--- src/rtl/us_sched_pkg.sv ---
// Shared definitions for the ultrasonic sensor scheduler: FSM encoding,
// default timing constants, distance and timer widths.
package us_sched_pkg;

   localparam int DIST_W          = 16;
   localparam int TMR_W           = 21;

   localparam int DEF_N_SENSORS   = 4;
   localparam int DEF_GAP_CYCLES  = 500000;
   localparam int DEF_START_TMO   = 8;
   localparam int DEF_DONE_TMO    = 1500000;

   typedef enum logic [2:0] {
      S_IDLE      = 3'd0,
      S_START     = 3'd1,
      S_WAIT_BUSY = 3'd2,
      S_WAIT_DONE = 3'd3,
      S_GAP       = 3'd4
   } state_t;

   // Terminal value for a phase lasting 'cycles' clock cycles (timer starts at 0).
   function automatic logic [TMR_W-1:0] tmr_limit(input int cycles);
      return TMR_W'(cycles - 1);
   endfunction

endpackage

--- src/rtl/us_sched_timer.sv ---
// Shared saturating cycle counter with synchronous clear, count enable and a
// terminal-count compare against a caller-selected limit.
module us_sched_timer
   import us_sched_pkg::*;
(
   input  logic             i_clk,
   input  logic             i_rst_n,
   input  logic             i_clear,
   input  logic             i_en,
   input  logic [TMR_W-1:0] i_limit,
   output logic             o_hit
);

   logic [TMR_W-1:0] r_count;

   always_ff @(posedge i_clk) begin
      if (!i_rst_n) begin
         r_count <= '0;
      end else if (i_clear) begin
         r_count <= '0;
      end else if (i_en && (r_count != '1)) begin
         r_count <= r_count + TMR_W'(1);
      end
   end

   assign o_hit = (r_count >= i_limit);

endmodule

--- src/rtl/ultrasonic_scheduler.sv ---
// Round-robin sequencer for N ultrasonic sensors: trigger, supervise, capture, gap.
// Optional US_SCHED_MASK_EN adds chan_mask to skip channels and gate dist_valid.
module ultrasonic_scheduler
   import us_sched_pkg::*;
#(
   parameter int N_SENSORS  = DEF_N_SENSORS,
   parameter int GAP_CYCLES = DEF_GAP_CYCLES,
   parameter int START_TMO  = DEF_START_TMO,
   parameter int DONE_TMO   = DEF_DONE_TMO
) (
   input  logic                          clk50,
   input  logic                          rst_n,
   input  logic                          enable,
   input  logic [N_SENSORS-1:0]          sensor_busy,
   input  logic [N_SENSORS-1:0]          sensor_err,
   input  logic [DIST_W*N_SENSORS-1:0]   sensor_dist,
`ifdef US_SCHED_MASK_EN
   input  logic [N_SENSORS-1:0]          chan_mask,
`endif
   output logic [N_SENSORS-1:0]          sensor_start,
   output logic [DIST_W*N_SENSORS-1:0]   dist_out,
   output logic [N_SENSORS-1:0]          dist_valid,
   output logic [N_SENSORS-1:0]          chan_err,
   output logic [2:0]                    cur_chan,
   output logic                          sweep_done,
   output state_t                        dbg_state
);

   localparam int            CW   = (N_SENSORS > 1) ? $clog2(N_SENSORS) : 1;
   localparam logic [CW-1:0] LAST = CW'(N_SENSORS - 1);

   state_t                 r_state;
   logic [CW-1:0]          r_cur;
   logic [N_SENSORS-1:0]   r_start;
   logic [N_SENSORS-1:0]   r_valid;
   logic [N_SENSORS-1:0]   r_err;
   logic                   r_sweep;
   logic [DIST_W-1:0]      r_dist    [N_SENSORS];
   logic [DIST_W-1:0]      w_dist_in [N_SENSORS];

   logic [N_SENSORS-1:0]   w_mask;
   logic                   w_any_en;
   logic                   w_cur_en;
   logic [CW-1:0]          w_cand;
   logic                   w_found;
   logic [CW-1:0]          w_next;
   logic                   w_wrap;
   logic [N_SENSORS-1:0]   w_cur_oh;
   logic [N_SENSORS-1:0]   w_next_oh;
   logic                   w_busy;
   logic                   w_tmr_clr;
   logic                   w_tmr_en;
   logic [TMR_W-1:0]       w_limit;
   logic                   w_hit;

`ifdef US_SCHED_MASK_EN
   assign w_mask = chan_mask;
`else
   assign w_mask = '1;
`endif

   for (genvar g = 0; g < N_SENSORS; g++) begin : g_chan
      assign w_dist_in[g]                   = sensor_dist[g*DIST_W +: DIST_W];
      assign dist_out[g*DIST_W +: DIST_W]   = r_dist[g];
   end

   assign w_any_en  = |w_mask;
   assign w_cur_en  = w_mask[r_cur];
   assign w_busy    = sensor_busy[r_cur];
   assign w_cur_oh  = N_SENSORS'(1) << r_cur;
   assign w_next_oh = N_SENSORS'(1) << w_next;
   assign w_wrap    = (w_next <= r_cur);

   // Next enabled channel after r_cur, walking cyclically; a sole enabled channel selects itself.
   always_comb begin
      w_cand  = r_cur;
      w_found = 1'b0;
      w_next  = r_cur;
      for (int k = 0; k < N_SENSORS; k++) begin
         w_cand = (w_cand == LAST) ? '0 : w_cand + CW'(1);
         if (!w_found && w_mask[w_cand]) begin
            w_next  = w_cand;
            w_found = 1'b1;
         end
      end
   end

   // Timer runs only in the timed states and restarts on every state exit.
   always_comb begin
      w_tmr_en  = 1'b0;
      w_tmr_clr = 1'b1;
      w_limit   = tmr_limit(GAP_CYCLES);
      case (r_state)
         S_WAIT_BUSY: begin
            w_tmr_en  = 1'b1;
            w_tmr_clr = w_busy || w_hit;
            w_limit   = tmr_limit(START_TMO);
         end
         S_WAIT_DONE: begin
            w_tmr_en  = 1'b1;
            w_tmr_clr = !w_busy || w_hit;
            w_limit   = tmr_limit(DONE_TMO);
         end
         S_GAP: begin
            w_tmr_en  = 1'b1;
            w_tmr_clr = w_hit;
            w_limit   = tmr_limit(GAP_CYCLES);
         end
         default: ;
      endcase
   end

   us_sched_timer u_timer (
      .i_clk   (clk50),
      .i_rst_n (rst_n),
      .i_clear (w_tmr_clr),
      .i_en    (w_tmr_en),
      .i_limit (w_limit),
      .o_hit   (w_hit)
   );

   // Handshake: sensor_start is a one-cycle pulse; the sensor answers by raising
   // busy, and the first cycle busy is low again carries a valid err/dist pair.
   always_ff @(posedge clk50) begin
      if (!rst_n) begin
         r_state <= S_IDLE;
         r_cur   <= '0;
         r_start <= '0;
         r_valid <= '0;
         r_err   <= '0;
         r_sweep <= 1'b0;
         for (int i = 0; i < N_SENSORS; i++) r_dist[i] <= '0;
      end else begin
         r_start <= '0;
         r_sweep <= 1'b0;
         case (r_state)
            S_IDLE: begin
               if (enable && w_any_en) begin
                  if (w_cur_en) begin
                     r_start <= w_cur_oh;
                  end else begin
                     r_cur   <= w_next;
                     r_start <= w_next_oh;
                  end
                  r_state <= S_START;
               end
            end
            S_START: begin
               r_state <= S_WAIT_BUSY;
            end
            S_WAIT_BUSY: begin
               if (w_busy) begin
                  r_state <= S_WAIT_DONE;
               end else if (w_hit) begin
                  r_err[r_cur]   <= 1'b1;
                  r_valid[r_cur] <= 1'b0;
                  r_state        <= S_GAP;
               end
            end
            S_WAIT_DONE: begin
               if (!w_busy) begin
                  if (sensor_err[r_cur]) begin
                     r_err[r_cur]   <= 1'b1;
                     r_valid[r_cur] <= 1'b0;
                  end else begin
                     r_dist[r_cur]  <= w_dist_in[r_cur];
                     r_err[r_cur]   <= 1'b0;
                     r_valid[r_cur] <= 1'b1;
                  end
                  r_state <= S_GAP;
               end else if (w_hit) begin
                  r_err[r_cur]   <= 1'b1;
                  r_valid[r_cur] <= 1'b0;
                  r_state        <= S_GAP;
               end
            end
            S_GAP: begin
               if (w_hit) begin
                  r_cur   <= w_next;
                  r_sweep <= w_wrap;
                  if (enable && w_any_en) begin
                     r_start <= w_next_oh;
                     r_state <= S_START;
                  end else begin
                     r_state <= S_IDLE;
                  end
               end
            end
            default: r_state <= S_IDLE;
         endcase
      end
   end

   assign sensor_start = r_start;
   assign dist_valid   = r_valid & w_mask;
   assign chan_err     = r_err;
   assign cur_chan     = 3'(r_cur);
   assign sweep_done   = r_sweep;
   assign dbg_state    = r_state;

endmodule

--- config.mk ---
export PLATFORM = sky130hd
export DESIGN_NAME = ultrasonic_scheduler
export DESIGN_NICKNAME = d
export VERILOG_FILES = /design/src/rtl/us_sched_pkg.sv /design/src/rtl/us_sched_timer.sv /design/src/rtl/ultrasonic_scheduler.sv
export SDC_FILE = /design/constraint.sdc
export NUM_CORES = 1
export LEC_CHECK = 0
export BUFFER_PORTS_ARGS = -buffer_cell sky130_fd_sc_hd__buf_2
export CAP_MARGIN = 10
export CORE_ASPECT_RATIO = 0.9
export CORE_MARGIN = 10
export CORE_UTILIZATION = 52
export DETAILED_ROUTE_END_ITERATION = 6
export GPL_TIMING_DRIVEN = 0
export PLACE_DENSITY = 0.81
export SLEW_MARGIN = 20
export SYNTH_ARGS = -nofsm -noshare
export SYNTH_HDL_FRONTEND = slang
export SYNTH_SLANG_ARGS = --single-unit
export TNS_END_PERCENT = 100
--- constraint.sdc ---
create_clock -name clk50 -period 3.46 [get_ports clk50]
set_input_delay 0.346 -clock clk50 [delete_from_list [all_inputs] [get_ports clk50]]
set_output_delay 0.346 -clock clk50 [all_outputs]
set_load 0.01 [all_outputs]
# Yosys cells after proc, flatten, opt, wreduce, memory -nomap -nowiden
# Memory sizes are Yosys's and may differ from the RTL's.
# Index checks and enable logic that the tools add are counted.
# op_classes
addsub	5
order_cmp	9
bitwise	7
eq_ne	13
n_shift	2
n_reduce_logical	21
muxes	68
# op_table
operator	count
two-way mux 16 bit	3
two-way mux 4 bit	12
one-hot mux 21 bit (2 select lines)	1
binary-select mux 16 bit (select 2 bit)	1
two-way mux 2 bit	12
one-hot mux 4 bit (2 select lines)	3
adder 21 x 1 -> 21 bit, second input constant	1
greater-or-equal comparator 21 bit	1
!= test 21 bit, second input constant	1
two-way mux 1 bit	20
OR reduction 16 bit	1
less-than comparator 2 x 3 -> 1 bit, second input constant	5
two-way mux 3 bit	5
one-hot mux 3 bit (5 select lines)	1
binary-select mux 1 bit (select 2 bit)	7
adder 2 x 1 -> 2 bit, second input constant	4
bitwise AND 4 bit	2
== test 2 bit, second input constant	4
!= test 2 bit, second input constant	4
OR 4 bit	2
<< shifter 1 x 2 -> 4 bit, first input constant	2
== test 3 x 2 -> 1 bit, second input constant	2
logical AND 1 bit	5
logical NOT 1 bit	4
19 further kinds	22
# word_totals
ff_bits	39
out_inout_bits	83
ramBits	64
in_bits	75
mem_count	1
word_cells	133
# memory_table
memory	depth	word_bits	read_ports	rd_clocked_by_memory_dff	write_ports	line	rtl
r_dist	4	16	4	0	4	ultrasonic_scheduler.sv:38	logic [DIST_W-1:0] r_dist [N_SENSORS];

# Longest topological paths before layout
# logic_depth
ltp_word	18
depth_mapped	12
mapped_depth_nobuf	11

# By module
# From an unflattened synthesis, not the netlist that was laid out.
# unflattened
hier_cells	489
area_unflattened_um2	5544.1
# modules_own_cells
module	n_inst	cells_each	area_per_inst_um2
ultrasonic_scheduler	1	280	3843.7
us_sched_timer	1	209	1700.4

# Least setup slack after synthesis
# Ideal clock, no wire load.
# synth_path
path_type	register -> register
from	register r_state[2] (netlist: dbg_state[2])
to	register (tool-made name)
period_less_slack_ns	2.947
path_stages_with_launch	12
path_slack_ns	0.513
t_arrival_ns	2.818
cell_sequence	dfxtp_1 and2b_1 and2_1 inv_2 ha_1 a211o_1 maj3_1 a21oi_2 a2111oi_2 o31a_1 a21oi_1 o21ai_1
# synth_lines
item	line	rtl
start, declared	ultrasonic_scheduler.sv:32	state_t r_state;
start signal, assigned	ultrasonic_scheduler.sv:126	r_state <= S_IDLE;
start signal, assigned	ultrasonic_scheduler.sv:145	r_state <= S_START;
start signal, assigned	ultrasonic_scheduler.sv:149	r_state <= S_WAIT_BUSY;

# Final worst setup path
# layout_path
from	register r_state[2] (netlist: dbg_state[2])
to	register u_timer.r_count[5]
# layout_via
elab_chain_len	6
word_cells_on_any_way	12
# layout_lines
item	line	rtl
== test 3 x 2 -> 1 bit	ultrasonic_scheduler.sv:93	case (r_state)
one-hot mux 21 bit (2 select lines)	ultrasonic_scheduler.sv:93	
greater-or-equal comparator 21 bit	us_sched_timer.sv:26	assign o_hit = (r_count >= i_limit);
logical OR 1 bit (on tied branches)	ultrasonic_scheduler.sv:101, ultrasonic_scheduler.sv:96	
one-hot mux 1 bit (3 select lines)	ultrasonic_scheduler.sv:93	
OR reduction 2 bit (no line)	-	
end signal, assigned	us_sched_timer.sv:22	r_count <= r_count + TMR_W'(1);
end, declared	us_sched_timer.sv:14	logic [TMR_W-1:0] r_count;
# Parallel ways exist; a longest one is shown, timed or not.
# A chain may end at the register's enable or synchronous reset.

==> flow_summary_export.csv <==
group,metric,value,unit
run_status,status,"complete, no violations",
worst_setup_path,critical-path-top-delay-family,"simple AND/OR/NAND/NOR gates",
final_layout,antenna_cells,0,
sta,report.final.slew_viol_count,0,
logic_synthesis,netlist_area,5120,um^2
worst_setup_path,slowest_delay,410,ps
sta,fmax,306,MHz
sta,finalSetupViolations,0,
die,chipHeight,114,um
routing,via_per_inst,5.63,
pwr,power.density,379,nW/um^2
min_path,min_from,"sensor_dist[32]",
worst_setup_path,regToRegEndpoint,"u_timer.r_count[5]",
global_route,grt_usage,0.202,
clock_tree,clock_latency,370,ps
worst_setup_path,worstRegToRegCells,12,
sta,period_needed,3270,ps
routing,vias,4112,
global_route,grt.busiest_layer,"met2",
routing,drt-total-wl,14400,um
routing,drc_errors,0,
clock_tree,h-tree-depth,3,
sta,finClkSkew,9.64,ps
sta,layout_setup_ws,187,ps
die,ios,158,
worst_setup_path,crit_chain,"and2b_2 > and2_2 > inv_2 > ha_1 > a211o_1 > maj3_1 > a21oi_4 > nand3_1 > a21boi_4 > nand2_1 > clkbuf_2 > nor2_1",
logic_synthesis,ys_ff_latch,103,
logic_synthesis,async_reset_ff_frac,0,
routing,firstDrtPassIters,5,
min_path,hold_depth,2,
worst_setup_path,cp_num_buf_inv,2,
clock_tree,postCtsResizedCells,1,
global_route,first_global_vias,4294,
worst_setup_path,crit_path_end_kind,"flip-flop",
clock_tree,path_clk_slew,110,ps
sta,hold_viol,0,
placement,dp_hpwl,11400,um
clock_tree,cts-root-buf,"clkbuf_8",
clock_tree,cts_setup_buffers,0,
sta,final.period_utilization,0.946,
die,initial_core_util,0.530,
global_route,grt_pass1_wl,22900,um
worst_setup_path,cp_max_fo,10,
clock_tree,cts_made_buffers,9,
worst_setup_path,reg2reg_from,"dbg_state[2]",
global_route,grt_max_degree,20,
routing,wl_per_cell,19.8,um
worst_setup_path,crit_slowest_cell,"maj3_1",
worst_setup_path,cp.required,3760,ps
logic_synthesis,synthFlopType,"edfxtp_1",
die,rows,34,
routing,ant_nets,0,
global_route,grt.met2_usage,0.355,
min_path,hold-path-endpoint,"r_dist[2][0]",
sta,finalSetupTns,0,ps
logic_synthesis,synth-seq-area-share,0.528,
logic_synthesis,ys_warn_count,0,
global_route,grt_use_met3,0.0500,
final_layout,area_growth,23.2,%
pwr,p_leak,2.63,nW
worst_setup_path,crit_path_start_kind,"flip-flop",
clock_tree,cts.sinks,103,
sta,slew_headroom,0.468,
logic_synthesis,synth.distinct_cells,53,
placement,port_buffers,156,
final_layout,layout.nets,692,
global_route,grtUsageMet1,0.238,
flow_run,maxCapViolCount,0,
worst_setup_path,crit_type,"reg2reg",
placement,pre_cts_slack,-126,ps
logic_synthesis,synth_edf_count,64,
worst_setup_path,rrSetupSlack,190,ps
final_layout,final_layout_size_suffix_gt1_frac,0.373,
clock_tree,cts_tree,"yes",
die,core-area,9660,um^2
global_route,grt.overflow.total,0,
logic_synthesis,syn-num-nets,525,
clock_tree,holdBufCountCts,0,
logic_synthesis,syn_inst,432,
global_route,antenna_found_initial,0,
die,die_x,125,um
sta,worst_pin_slew,798,ps
clock_tree,clk_path_buf_depth,2,
routing,drtIter0Drc,394,
pwr,ir_worst_vdd,221,uV
placement,gp_congestion,0.815,
worst_setup_path,arrival,3580,ps
logic_synthesis,syn_area_per_cell,11.8,um^2
die,dieArea,14200,um^2
min_path,min-delay-path-class,"in2reg",
==> cells in the mapped netlist (all sizes together) (2+ instances only) <==
library cell,count,area share
nand2,23,0.017
nor3,13,0.022
clkbuf,11,0.0081
inv,11,0.0081
o21ai,10,0.011
nand4,8,0.013
nor2,33,0.024
and4,2,0.0034
buf,8,0.0081
dfxtp,39,0.15
edfxtp,64,0.38
a211o,2,0.0034
xnor2,16,0.027
a31o,2,0.0034
and2,53,0.065
maj3,2,0.0039
a311oi,3,0.0051
xor2,5,0.0086
a21o,4,0.0059
and3,18,0.022
a21oi,22,0.024
ha,18,0.044
nor4,5,0.0061
nand3,21,0.021
or4,2,0.0029
mux4,18,0.079
a2111oi,2,0.0059
a21boi,2,0.0037
==> cell type report <==
type	instances	area (um^2)
Sequential cell	103	2700
Buffer	19	85.1
Fill cell	735	3350
Timing Repair Buffer	156	781
Clock buffer	9	124
Tap cell	126	158
Clock inverter	7	87.6
Multi-Input combinational cell	299	2330
Inverter	11	41.3
==> how the worst max path moves through the flow <==
| stage | from | end | slack, ps | cells after the start |
|---|---|---|---|---|
| after global placement | r_cur[0] | r_dist[2][13] | -90 | 6 |
| final | dbg_state[2] | u_timer.r_count[5] | 190 | 12 |
| after CTS | r_cur[0] | r_dist[3][6] | 60 | 6 |
| after detailed placement | r_cur[0] | r_dist[2][0] | -130 | 6 |
| after global routing | dbg_state[2] | u_timer.r_count[0] | -20 | 12 |
| after floorplan | dbg_state[2] | flip-flop | 510 | 11 |
==> state kept, by name, indices dropped and copies added (netlist names), named ones only <==
register         cells
r_dist              64
u_timer.r_count     21
sensor_start         4
r_cur                2
sweep_done           1
dbg_state            3
==> through the flow <==
stage          hold WS, ps  utilization  instance area [um^2]  power (mW)  std cells
6_report               264        0.653                  6310        2.39        730
5_1_grt                249        0.653                  6310        2.48        730
4_1_cts                255        0.649                  6270        2.40        730
3_5_place_dp           453        0.627                  6060        1.62        714
3_3_place_gp           450        0.627                  6060        1.61        714
2_1_floorplan          470            -                  5120        1.50        432
==> report_power, final <==
part | leakage (nW) | total (mW) | switching, mW | internal (mW)
logic | 1.55 | 0.248 | 0.146 | 0.102
registers | 0.976 | 1.35 | 0.0170 | 1.33
clock network | 0.108 | 0.794 | 0.443 | 0.351
total | 2.63 | 2.39 | 0.606 | 1.79
==> layout by cell type (no fill, tap or decap), types with 3 or more instances in the layout <==
cell	netlist	final
a311oi_1	3	3
mux4_2	18	18
clkinv_4	0	3
and2_1	53	52
nand3_1	21	21
o21ai_0	5	5
xor2_1	5	5
a21oi_1	19	18
o21ai_1	4	4
clkbuf_1	11	9
a21o_1	4	4
nand4_2	3	3
inv_1	10	10
nand2_1	22	21
buf_1	3	3
clkbuf_8	0	9
nor2_1	33	33
xnor2_1	16	16
a21oi_2	3	3
ha_1	18	18
buf_2	3	159
nor4_1	5	5
edfxtp_1	64	64
nor3_1	9	9
dfxtp_1	39	38
and3_1	18	18
nand4_1	5	5
nor3_4	4	4
==> layer usage <==
layer  up-vias  wire, um
met1      1968      5550
met4         0       336
li1       1922         -
met3        29      1030
met5         -         0
met2       193      7510
==> worst register-to-register path, stage by stage, from the launching register on <==
cell      delay [ps]
dfxtp_2          400
and2b_2          280
and2_2           240
inv_2            180
ha_1             280
a211o_1          300
maj3_1           410
a21oi_4          220
nand3_1          180
a21boi_4         240
nand2_1          130
clkbuf_2         220
nor2_1           140
==> kinds of logic after synthesis <==
family,share of synthesized area
compound gates,0.0750
xor+xnor,0.0359
fa+ha+maj,0.0479
buf+inv,0.0242
flops,0.528
mux,0.0812
other cells,0.000733
simple gates,0.207
(Power assumes the default switching activity.)
